**src/rtl/uart_rx_core.sv**
```systemverilog
// UART receive engine: 16x oversampled start/data/parity/stop recovery into a host holding register.
// Latency: rx -> rx_s 2 clk; holding register loads on the clk edge of the STOP vote strobe.
// No backpressure: a character completing while rx_valid is set is dropped and sets sticky overflow.
module uart_rx_core #(
  parameter int GLITCH_REJECT = 1
) (
  input  logic       clk,
  input  logic       reset,
  input  logic       baud_clock,
  input  logic       rx,
  input  logic       bit8,
  input  logic       parity_en,
  input  logic       odd_n_even,
  input  logic       rx_read,
  output logic [7:0] rx_data,
  output logic       rx_valid,
  output logic       parity_err,
  output logic       framing_err,
  output logic       overflow,
  output logic       rx_idle
);

  typedef enum logic [2:0] {IDLE, START, DATA, PARITY, STOP} state_t;

  state_t     state, state_next;
  logic       rx_meta, rx_s;
  logic [3:0] samp_cnt;
  logic [3:0] bit_idx;
  logic [3:0] nbits;
  logic       samp7, samp8;
  logic       vote, at_vote, at_wrap;
  logic       char_done;
  logic [7:0] shift_reg;
  logic [7:0] data_bits;
  logic       par_bad;
  logic       par_calc;

  // Majority of the samples at counts 7, 8 and the live sample at count 9.
  assign vote      = (samp7 & samp8) | (samp7 & rx_s) | (samp8 & rx_s);
  assign at_vote   = baud_clock && (samp_cnt == 4'd9);
  assign at_wrap   = baud_clock && (samp_cnt == 4'd15);
  assign nbits     = bit8 ? 4'd8 : 4'd7;
  // In 7-bit mode only seven shifts happen, so the character sits in the upper bits.
  assign data_bits = bit8 ? shift_reg : {1'b0, shift_reg[7:1]};
  assign par_calc  = (^data_bits) ^ vote ^ odd_n_even;
  assign rx_idle   = (state == IDLE);

  // Two-flop synchronizer for the asynchronous rx pin; idles high.
  always_ff @(posedge clk) begin
    if (reset) begin
      rx_meta <= 1'b1;
      rx_s    <= 1'b1;
    end else begin
      rx_meta <= rx;
      rx_s    <= rx_meta;
    end
  end

  // FSM state register.
  always_ff @(posedge clk) begin
    if (reset) state <= IDLE;
    else       state <= state_next;
  end

  // Next-state logic; STOP leaves at the vote so a short stop bit can resync.
  always_comb begin
    state_next = state;
    char_done  = 1'b0;
    case (state)
      IDLE: begin
        if (baud_clock && !rx_s) state_next = START;
      end
      START: begin
        if (at_vote && vote && (GLITCH_REJECT != 0)) state_next = IDLE;
        else if (at_wrap)                            state_next = DATA;
      end
      DATA: begin
        if (at_wrap && (bit_idx == nbits)) state_next = parity_en ? PARITY : STOP;
      end
      PARITY: begin
        if (at_wrap) state_next = STOP;
      end
      STOP: begin
        if (at_vote) begin
          state_next = IDLE;
          char_done  = 1'b1;
        end
      end
      default: state_next = IDLE;
    endcase
  end

  // Oversample counter, vote samples, data shifter and parity result; all advance on strobes only.
  always_ff @(posedge clk) begin
    if (reset) begin
      samp_cnt  <= 4'd0;
      samp7     <= 1'b1;
      samp8     <= 1'b1;
      bit_idx   <= 4'd0;
      shift_reg <= 8'd0;
      par_bad   <= 1'b0;
    end else if (baud_clock) begin
      if (state == IDLE && !rx_s) samp_cnt <= 4'd0;
      else                        samp_cnt <= samp_cnt + 4'd1;
      if (samp_cnt == 4'd7) samp7 <= rx_s;
      if (samp_cnt == 4'd8) samp8 <= rx_s;
      if (samp_cnt == 4'd9) begin
        case (state)
          START: begin
            bit_idx <= 4'd0;
            par_bad <= 1'b0;
          end
          DATA: begin
            shift_reg <= {vote, shift_reg[7:1]};
            bit_idx   <= bit_idx + 4'd1;
          end
          PARITY:  par_bad <= par_calc;
          default: ;
        endcase
      end
    end
  end

  // Host holding register: load on completion unless an unread character is still held.
  always_ff @(posedge clk) begin
    if (reset) begin
      rx_data     <= 8'd0;
      rx_valid    <= 1'b0;
      parity_err  <= 1'b0;
      framing_err <= 1'b0;
      overflow    <= 1'b0;
    end else if (char_done) begin
      if (!rx_valid || rx_read) begin
        rx_data     <= data_bits;
        rx_valid    <= 1'b1;
        parity_err  <= par_bad;
        framing_err <= ~vote;
        if (rx_read) overflow <= 1'b0;
      end else begin
        overflow <= 1'b1;
      end
    end else if (rx_read) begin
      rx_valid    <= 1'b0;
      parity_err  <= 1'b0;
      framing_err <= 1'b0;
      overflow    <= 1'b0;
    end
  end

endmodule

```
**config.mk**
```make
export PLATFORM = sky130hd
export DESIGN_NAME = uart_rx_core
export DESIGN_NICKNAME = d
export VERILOG_FILES = /design/src/rtl/uart_rx_core.sv
export SDC_FILE = /design/constraint.sdc
export NUM_CORES = 1
export LEC_CHECK = 0
export BUFFER_PORTS_ARGS = -buffer_cell sky130_fd_sc_hd__buf_2
export CAP_MARGIN = 30
export CORE_AREA = 8 8 88 58
export DETAILED_ROUTE_END_ITERATION = 16
export DIE_AREA = 0 0 96 66
export HOLD_SLACK_MARGIN = 0.1
export PLACE_DENSITY = 0.77
export SLEW_MARGIN = 10
export SYNTH_ARGS = -nofsm -noshare
export SYNTH_HDL_FRONTEND = slang
export SYNTH_SLANG_ARGS = --single-unit
```
**constraint.sdc**
```tcl
create_clock -name clk -period 4.47 [get_ports clk]
set_input_delay 0.2235 -clock clk [delete_from_list [all_inputs] [get_ports clk]]
set_output_delay 0.2235 -clock clk [all_outputs]
set_load 0.005 [all_outputs]
```
==> summary.md <==
| Metric | Value |
|---|---|
| Area leader, netlist | dfxtp_1 |
| Root buf cell | clkbuf_8 |
| GRT Resource Usage Total | 0.116 |
| Dpl ws | approximately 2.5 ns |
| Slowest CP cell | dfxtp_1 |
| Core area | between 3000 and 4000 um^2 |
| Commonest non-fill, non-tap cell in the layout | dfxtp_1 |
| Drt initial violations | between 60 and 70 |
| Pwr per Cell Area | roughly 320 nW/um^2 |
| Ant diodes | 0 |
| Placer Congestion | around 0.75 |
| Setup bufs post-CTS | 0 |
| Layout cells sized above 1 | 0.218 |
| Core Rows | 18 |
| Bufs on Longest Clock Path | 2 |
| Syn. warnings | 0 |
| Top Ports | 21 |
| Via count | between 1,000 and 1,500 |
| EDFF count, synth | 0 |
| RSZ-0062 raised after global routing | false |
| WL met1 | approximately 1900 um |
| Commonest cells after routing, fill and taps aside | 36 x dfxtp_1, 23 x nand2_1, 21 x nor2_1 |
| Number of remaining DRC errors | 0 |
| Status | finished clean |
| Max Slew Vio Count | 0 |
| Worst-margin pin slew | around 0.66 ns |
| Cells after Synth | 201 |
| Number of sinks on the clock net | 36 |
| Vias in the first global route | ~1,200 |
| Main synth FF type | dfxtp_1 |
| Syn avg cell area | around 9 um^2 |
| #FFs+latches synth | 36 |
| Layout overhead on the synthesized area | 9.99% |
| Largest cells by area after synthesis | dfxtp_1 39%, mux2i_1 5.5%, a211oi_2 4.8% |
| Die area | about 6300 um^2 |
| Worst path cell trace | ha_1, and4b_1, and3_4, and2_4, nor2_1, a211oi_2 |
| Highest routed layer | met4 |
| HP Class | primary input to flip-flop |
| Fin crit share | 0.432 |
| Initial Util | 0.469 |
| Final setup viols | 0 |
| Worst-Skew Late Latency | between 0.2 and 0.3 ns |
| H-tree levels | 2 |
| Clock transition at the registers of the reported paths | 0.08 ns |
| CTS tree | yes |
| Die span in y | about 66 um |
| Pleak | just under 0.0008 uW |
| Max incr delay on CP | approximately 0.43 ns |
| Cts repair resizes | 0 |
| Crit path DAT | around 2.2 ns |
| Die Width | between 90 and 100 um |
| Num CTS Buffers | 5 |
| Post-DP HPWL | approximately 2500 um |
| Critical Path Source Type | flip-flop |
| Final Hold Fails | 0 |
| Synthesized Nets | 213 |
| Post-DRT Antenna Nets | 0 |
| Inst Count DP | roughly 260 |
| Final WL | 3530 um |
| Worst vdd ir | about 150 uV |
| Share of the synthesized area in the top cell type | 0.394 |
| Setup_tns | 0 ns |
| IO Port Bufs | 20 |
| Routed wl met3 | roughly 210 um |
| Pin count of the biggest net entering global routing | 35 |
| Rel. slew slack | 0.562 |
| Sequential area share after synthesis | 0.394 |
| # Max-Cap Violations | 0 |
| WL met2 | between 1000 and 1500 um |
| Final nets | around 230 |
| First-pass DRT Iterations | 4 |
| Hold Slack | around 0.11 ns |
| Mapped cell area | between 1500 and 2000 um^2 |
| Worst path required time | roughly 4.7 ns |
| Setup crit end kind | flip-flop |
| Reg2reg setup slack | 2.54 ns |
| Initial antenna violation count | 0 |
| FILL cells | between 300 and 400 |
| Tmin final | a little under 2 ns |
| GRT Residual Overflow | 0 |
| Final WS setup | roughly 2.5 ns |
| Worst Path Max Fanout | 18 |
| Hold-fix buffers, CTS | 0 |
| Critical path type | flip-flop to flip-flop |
| Fmax | a little over 0.5 GHz |
| Post-Layout Cell Count | 266 |
| Async SR Flop Fraction | 0 |
| DR WL/cell | between 10 and 15 um |
| Clock skew | approximately 0.012 ns |
| First-pass GRT wire length | ~5700 um |
| Via density | 5.29 |
| Synth unique cells | around 50 |
==> metal layers <==
| metal | up-vias | global-route usage |
|---|---|---|
| met2 | 33 | 0.146 |
| met1 | 642 | 0.167 |
| met3 | 5 | 0.0374 |
| li1 | 726 | - |
| met5 | - | 0 |
| met4 | 0 | 0.0629 |
==> Yosys cell counts (all sizes together) (2+ instances only) <==
| master | instances |
|---|---|
| o21ai | 6 |
| dfxtp | 36 |
| and3 | 2 |
| a22oi | 3 |
| nand4b | 4 |
| inv | 6 |
| xor2 | 4 |
| or2 | 2 |
| xnor2 | 8 |
| nand3 | 4 |
| ha | 4 |
| a211oi | 8 |
| nand2 | 24 |
| a211o | 2 |
| and2 | 2 |
| a21oi | 16 |
| nand2b | 3 |
| nor2 | 21 |
| nand3b | 3 |
| clkbuf | 4 |
| mux2i | 10 |
| buf | 9 |
| a31oi | 2 |
| nor3 | 4 |
| nand4 | 2 |
==> worst max-delay path: cells and delay by family (launching register included) <==
kind / cells / cell delay (ns)
adders and majority gates: 1 / 0.20
and+or+nand+nor: 4 / 1.04
AOI/OAI and AO/OA: 1 / 0.18
DFF: 1 / 0.43
==> final cells by class <==
| type | count | area, um^2 | area share |
|---|---|---|---|
| clock buffers | 6 | 72.6 | 0.0361 |
| clock inverters | 2 | 35.0 | 0.0174 |
| inverters | 6 | 22.5 | 0.0112 |
| multi-input cells | 146 | 997 | 0.496 |
| flip-flops and latches | 36 | 721 | 0.358 |
| well taps | 50 | 62.6 | 0.0311 |
| repair buffers | 20 | 100 | 0.0498 |
==> path summary, 6_finish.rpt <==
path / from / endpoint / cells past startpoint
worst max-delay path: samp_cnt[0] / rx_data[6] / 6
worst min-delay path: rx / rx_meta / 2
worst max register to register: samp_cnt[0] / rx_data[6] / 6
worst min register to register: rx_meta / rx_s / 1
==> logic make-up after synthesis <==
| logic type | Yosys count | synth area share |
|---|---|---|
| AOI/OAI and AO/OA | 41 | 0.164 |
| xor gates and xnor gates | 13 | 0.0698 |
| and+or+nand+nor | 77 | 0.223 |
| buffers and inverters | 19 | 0.0602 |
| muxes | 10 | 0.0548 |
| DFF | 36 | 0.394 |
| adders and majority gates | 5 | 0.0335 |
==> report_power, final <==
group	internal [uW]	switching (uW)
Sequential	324	4.02
Clock	166	115
Combinational	12.7	17.0
Total	502	136
==> through the flow <==
step           power (uW)  area [um^2]  utilization
6_report              638         2010        0.516
5_1_grt               662         2010        0.516
4_1_cts               644         2010        0.516
3_5_place_dp          365         1900        0.488
3_3_place_gp          364         1900        0.488
2_1_floorplan         357         1830            -
Note: power is estimated with default switching activity, not from simulation.
